**src/rtl/tx_fifo_ptr_ctrl.sv**
```systemverilog
// Transmit FIFO storage and pointer core.
// Words are written whole on the bus side and drained one byte at a time,
// least-significant byte first. Head/tail pointers carry a wrap toggle so the
// status logic can tell full from empty when the pointers coincide.
module tx_fifo_ptr_ctrl #(
   parameter  int DEPTH          = 8,
   parameter  int BYTES_PER_WORD = 4,
   localparam int PW             = $clog2(DEPTH),
   localparam int SW             = $clog2(BYTES_PER_WORD),
   localparam int DW             = 8 * BYTES_PER_WORD,
   localparam int CW             = PW + SW + 1
) (
   input  logic          clk,
   input  logic          n_rst,
   input  logic          clear,
   input  logic          write_en,
   input  logic [DW-1:0] write_data,
   input  logic          read_en,
   output logic [7:0]    read_data,
   output logic [PW-1:0] head_ptr,
   output logic [SW-1:0] head_side,
   output logic [PW-1:0] tail_ptr,
   output logic          head_tog,
   output logic          tail_tog,
   output logic          full,
   output logic          empty,
   output logic [CW-1:0] byte_count,
   output logic          overrun,
   output logic          underrun
);

   logic [DEPTH-1:0][DW-1:0] mem;
   logic [DW-1:0]            head_word;
   logic [PW:0]              words;
   logic [CW-1:0]            word_bytes;
   logic                     ptr_eq;
   logic                     wr_acc;
   logic                     rd_acc;
   logic                     last_side;

   // Status is derived from registered pointers only, never from this
   // cycle's requests, so full/empty are stable for the whole cycle.
   assign ptr_eq     = (head_ptr == tail_ptr);
   assign empty      = ptr_eq && (head_tog == tail_tog) && (head_side == '0);
   assign full       = ptr_eq && (head_tog != tail_tog);
   assign words      = {tail_tog, tail_ptr} - {head_tog, head_ptr};
   assign word_bytes = {words, {SW{1'b0}}};
   assign byte_count = word_bytes - CW'(head_side);

   // Both requests are judged against the pre-edge status: a read that frees
   // the last slot of a full FIFO still does not admit a same-cycle write.
   assign wr_acc     = write_en && !full;
   assign rd_acc     = read_en && !empty;
   assign last_side  = (head_side == SW'(BYTES_PER_WORD - 1));

   // Show-ahead byte select from the head word.
   assign head_word  = mem[head_ptr];
   assign read_data  = head_word[{head_side, 3'b000} +: 8];

   // Word storage; clear flushes pointers only and leaves contents intact.
   always_ff @(posedge clk or negedge n_rst) begin
      if (!n_rst) begin
         mem <= '0;
      end else if (!clear && wr_acc) begin
         mem[tail_ptr] <= write_data;
      end
   end

   // Pointer, toggle, byte-index and error-pulse state.
   always_ff @(posedge clk or negedge n_rst) begin
      if (!n_rst) begin
         head_ptr  <= '0;
         head_side <= '0;
         head_tog  <= 1'b0;
         tail_ptr  <= '0;
         tail_tog  <= 1'b0;
         overrun   <= 1'b0;
         underrun  <= 1'b0;
      end else if (clear) begin
         head_ptr  <= '0;
         head_side <= '0;
         head_tog  <= 1'b0;
         tail_ptr  <= '0;
         tail_tog  <= 1'b0;
         overrun   <= 1'b0;
         underrun  <= 1'b0;
      end else begin
         overrun  <= write_en && full;
         underrun <= read_en && empty;
         if (wr_acc) begin
            {tail_tog, tail_ptr} <= {tail_tog, tail_ptr} + (PW + 1)'(1);
         end
         if (rd_acc) begin
            if (last_side) begin
               // Slot is released only once its final byte is consumed.
               head_side            <= '0;
               {head_tog, head_ptr} <= {head_tog, head_ptr} + (PW + 1)'(1);
            end else begin
               head_side <= head_side + SW'(1);
            end
         end
      end
   end

endmodule

```
**config.mk**
```make
export PLATFORM = sky130hd
export DESIGN_NAME = tx_fifo_ptr_ctrl
export DESIGN_NICKNAME = d
export VERILOG_FILES = /design/src/rtl/tx_fifo_ptr_ctrl.sv
export SDC_FILE = /design/constraint.sdc
export NUM_CORES = 1
export LEC_CHECK = 0
export BUFFER_PORTS_ARGS = -buffer_cell sky130_fd_sc_hd__buf_2
export CORE_AREA = 2 2 191 193
export DETAILED_ROUTE_END_ITERATION = 6
export DIE_AREA = 0 0 193 195
export GPL_ROUTABILITY_DRIVEN = 0
export GPL_TIMING_DRIVEN = 1
export PLACE_DENSITY_LB_ADDON = 0.25
export SYNTH_ARGS = -nofsm -noshare
export SYNTH_HDL_FRONTEND = slang
export SYNTH_SLANG_ARGS = --single-unit
```
**constraint.sdc**
```tcl
create_clock -name clk -period 2.45 [get_ports clk]
set_input_delay 0.1225 -clock clk [delete_from_list [all_inputs] [get_ports clk]]
set_output_delay 0.1225 -clock clk [all_outputs]
set_load 0.02 [all_outputs]
```
Word level (Yosys, flattened, before mapping) --
Index checks and enable logic that the tools add are counted.
Storage, ports and cells: output and inout bits 28, register bits after elaboration 268
Cells by class: reductions and logical operators 17, shifts and indexed selects 1, multiplexer cells 20, magnitude comparators 3, equal/unequal tests 4, add/sub/neg operators 5
Operator list (count):
- bitwise mux 256 bit | 1
- binary-select mux 32 bit (select 3 bit) | 1
- demux 32 bit (select 3 bit) | 1
- 2-to-1 mux 32 bit | 2
- variable part select 32 x 6 -> 8 bit | 1
- 2-to-1 mux 3 bit | 5
- logical AND 1 bit | 9
- adder 4 x 1 -> 4 bit (second input constant) | 2
- less-than comparator 3 x 4 -> 1 bit (second input constant) | 2
- 2-to-1 mux 1 bit | 7
- 2-to-1 mux 2 bit | 3
- nonzero test 2 bit | 3
- subtractor 6 x 2 -> 6 bit | 1
- subtractor 4 bit | 1
- == test 3 bit | 1
- greater-or-equal comparator 3 x 1 -> 1 bit (second input constant) | 1
- zero test 1 bit | 3
- adder 2 x 1 -> 2 bit (second input constant) | 1
- == test 2 bit (second input constant) | 1
- zero test 2 bit | 1
- AND reduction 2 bit | 1
- == test 1 bit | 1
- inequality test 1 bit | 1

Depth between registers and ports, before layout --
word-level depth 7, depth in mapped cells 11, mapped depth without buffers 7

Worst setup path before layout --
OpenSTA, ideal clock, no wires.
kind register to register, from register head_ptr[1], to register mem[194] (netlist bit), setup time 127 ps, buffers on the path 4, path slack -233 ps, data required time 2323 ps, cell stages (with the launch flop) 12, arrival 2555 ps, path through dfrtp_1 > buf_2 > buf_2 > inv_1 > ha_1 > nand3_1 > o21ai_4 > nor2_2 > and3_1 > buf_2 > buf_6 > mux2_1
On the way: longest elaborated chain between the ends 5
RTL lines:
- start, declared | line 20 | output logic [PW-1:0] head_ptr,
- start signal, assigned | line 97 | {head_tog, head_ptr} <= {head_tog, head_ptr} + (PW + 1)'(1);
- == test 3 bit | line 43 | assign ptr_eq = (head_ptr == tail_ptr);
- logical AND 1 bit | line 45 | assign full = ptr_eq && (head_tog != tail_tog);
- zero test 1 bit | line 52 | assign wr_acc = write_en && !full;
- logical AND 1 bit | line 52
- logical AND 1 bit | line 64 | end else if (!clear && wr_acc) begin
- end signal, assigned by index | line 65 | mem[tail_ptr] <= write_data;
- end, declared | line 32 | logic [DEPTH-1:0][DW-1:0] mem;
No other way between the ends. A chain may end at the register's enable or synchronous reset.

Worst setup path in the final report --
from register head_ptr[0], to output port read_data[3]
On the way: longest elaborated chain between the ends 3
RTL lines:
- binary-select mux 32 bit (select 3 bit) | line 57 | assign head_word = mem[head_ptr];
- 2-to-1 mux 32 bit (implied by the code) | line 57
- variable part select 32 x 6 -> 8 bit | line 58 | assign read_data = head_word[{head_side, 3'b000} +: 8];
- end, declared | line 19 | output logic [7:0] read_data,
No other way between the ends. The select of a mux whose other input is x is not followed.

==> impl_metrics.tcl <==
set metrics [dict create \
    relSlewSlack_pct 59.6 \
    synth_seq_cells 268 \
    worst_clock_skew_ps 18.0 \
    power.total_w 0.0121 \
    status "complete, but fails checks" \
    route.vias.total 7186 \
    drive_gt1_share_pct 54.7 \
    synth_seq_area_share_pct 54.4 \
    drtAntennaViolNets 0 \
    yosys_warnings 0 \
    synth_cell_type_count 39 \
    grt_usage_pct 16.6 \
    portBuffers 64 \
    synth_top_flop_cell "dfrtp_1" \
    path_max_fanout 8 \
    r2r_setup_slack_ps 90 \
    dieArea_um2 37600 \
    place_hpwl_um 18500 \
    violations "negative setup slack" \
    post_synth.cell_area_avg_um2 15.8 \
    overflow 0 \
    grtUsageMet2_pct 27.1 \
    met3_usage_pct 2.26 \
    layout.nets 958 \
    dr.pass1.iters 4 \
    clk_latency_ps 550 \
    powerDensity_nw_per_um2 790 \
    criticalPathCategory "register to output port" \
    synthTopCellsByArea "dfrtp_1 54%, mux2_2 22%, mux4_2 13%, mux2_1 1.7%, mux2i_1 1.5%" \
    syn-cell-area_um2 12300 \
    netlist.area_leader.share_pct 54.4 \
    synth_edf_count 0 \
    synth_nets 826 \
    routed_wl_um 30200 \
    synthCells 781 \
    ios 65 \
    viasPerCell 5.14 \
    rsz0062_at_grt "yes" \
    grt_pass1_wl_um 47800 \
    cts_tree "built" \
    first_global_vias 7817 \
    synth_area_leader_cell "dfrtp_1" \
    required_ps 2330 \
    cts_made_buffers 30 \
    rows 69 \
    final-hold-violation-count 0 \
    p_leak_nw 7.02 \
    place_area_um2 13500 \
    use_met1_pct 23.9 \
    placed_cells 1294 \
    worst_slew_pin_slew_ps 606 \
    critical_path_arrival_ps 2690 \
    areaGrowthSynthToFinish_pct 24.4 \
    crit_chain "buf_12 -> buf_12 -> buf_16 -> mux4_2 -> mux4_2 -> nand2_1 -> nand2_1 -> buf_6" \
    r2r_end "mem[63]" \
    post_drt_wl_per_cell_um 21.6 \
    cts_num_sinks 268 \
    finalCriticalPeriod_ps 2810 \
    num_antenna_cells 0 \
    drc 0 \
    cts_max_path_buffers 3 \
    reg2reg_depth 7 \
    crit-reg2reg-launch "head_ptr[1]" \
    setup_violations 10 \
    grt.busiest_layer "met2" \
    drt-initial-drc-count 291 \
    core_um2 35400 \
    drv_slew 0 \
    crit_buf_inv 4 \
    path_delay_family "multiplexers" \
    die_w_um 193 \
    fp.dieH_um 195 \
    worst_slack_ps -364 \
    clk_pin_slew_ps 60 \
    start_util_pct 34.8 \
    max_clock_freq_mhz 355 \
    period_share_pct 115 \
    clock-root-buffer "clkbuf_16" \
    slowest_delay_ps 500 \
    hold_class "input port to async pin" \
    start_kind "register" \
    grt_max_degree 73 \
    peakVddDrop_mv 0.517 \
    slowest_stage "dfrtp_4" \
    maxCapViolations 0 \
    final_cells 1398 \
    antenna_found_initial 0 \
    finalInstanceArea_um2 15300 \
    critPathCaptureType "output port" \
    htree_levels 1 \
    ys_async_sr_fraction_pct 100 \
]
-- synthesized netlist by cell type (2+ instances only) --
cell type  instances
a211oi_1           2
a21oi_1            4
a22oi_1            4
and3_1             3
buf_1              4
buf_2             29
buf_4              5
buf_6              4
clkbuf_1           7
clkinv_1           2
dfrtp_1          268
ha_1               7
inv_1              7
mux2_1            19
mux2_2           237
mux2i_1           18
mux4_2            70
nand2_1           32
nand3_1            9
nand4_1            4
nor2_1            13
nor2b_1            2
nor3_1             2
o21ai_0            2
or3_1              3
xnor2_1            6
xor2_1             6
-- cells in the final DEF, fill, tap and decap left out, types with 3 or more instances in the layout --
cell type,netlist,final
buf_6,4,6
buf_2,29,53
clkinvlp_4,0,4
dfrtp_1,268,265
clkbuf_8,0,6
mux2i_1,18,16
inv_1,7,7
nand3_2,0,3
dlygate4sd3_1,0,37
xor2_1,6,6
clkbuf_16,0,33
buf_12,0,23
nand4_1,4,4
ha_1,7,6
clkbuf_1,7,4
clkinv_2,0,5
buf_16,0,4
nand2_1,32,14
nand3_1,9,5
mux4_2,70,70
nor2_1,13,11
nand2_2,0,18
xnor2_1,6,5
buf_4,5,23
bufinv_16,0,3
a21oi_1,4,4
mux2_1,19,19
mux2_2,237,237
-- flip-flops by register name, summed over array words and instances, names as in the netlist --
register   count
tail_tog       1
head_tog       1
mem          256
head_ptr       3
overrun        1
underrun       1
head_side      2
tail_ptr       3
-- what timing repair did --
item,CTS,global route
setup buffers,2,5
setup endpoints to repair,10,71
hold buffers,37,0
cloned,3,2
pin swaps,6,5
hold endpoints to repair,334,0
gates resized for setup,39,19
-- routing by layer --
layer  vias to the layer above  part of all wire, %  wire length, µm
li1                       3179                    -                -
met4                         0                  1.5              442
met1                      3861                   46            13900
met2                       110                   49            14700
met3                        36                  3.8             1140
met5                         -                    0                0
-- area by class of cell --
| cell class | instances | area, µm² |
|---|---|---|
| Multi-Input combinational cell | 454 | 5460 |
| Sequential cell | 268 | 6720 |
| Clock inverter | 15 | 171 |
| Tap cell | 461 | 577 |
| Timing Repair Buffer | 149 | 1510 |
| Fill cell | 3223 | 20000 |
| Clock buffer | 41 | 873 |
| Inverter | 10 | 37.5 |
-- metrics by stage --
| stage | util (%) | setup WS (ps) | hold slack [ps] | TNS (ps) |
|---|---|---|---|---|
| 2_1_floorplan | - | 0.487 | -173 | 0 |
| 3_3_place_gp | 38.3 | 146 | 138 | 0 |
| 3_5_place_dp | 38.3 | 108 | 143 | 0 |
| 4_1_cts | 42.9 | -402 | 168 | -3390 |
| 5_1_grt | 43.4 | -442 | 185 | -3710 |
| 6_report | 43.4 | -364 | 134 | -2800 |
-- worst max path at each step --
| stage | cells past startpoint | from | to | slack [ps] |
|---|---|---|---|---|
| floorplan | 11 | head_ptr[1] | mem[194] | 0.5 |
| global placement | 6 | head_ptr[0] | mem[35] | 150 |
| detailed placement | 6 | head_ptr[0] | mem[48] | 110 |
| CTS | 7 | head_ptr[0] | read_data[1] | -400 |
| global route | 7 | head_ptr[0] | byte_count[5] | -440 |
| finish | 8 | head_ptr[0] | read_data[3] | -360 |
-- report_power, final --
part	total (W)	leakage, nW	switching (W)	internal, W
Clock	0.00465	0.505	0.00183	0.00281
Sequential	0.00549	3.54	0.000346	0.00515
Combinational	0.00198	2.98	0.000835	0.00115
-- cells by family (layout without fill, tap and decap cells) --
logic type	count (synthesis)	after routing	synth area share [%]
simple gates	71	71	2.61
buf+inv	59	215	2.49
compound gates	18	18	1.07
fa+ha+maj	8	8	0.872
flops	268	268	54.4
xor+xnor	13	13	0.984
mux	344	344	37.6
No activity file was read; power rests on OpenSTA's default activity.
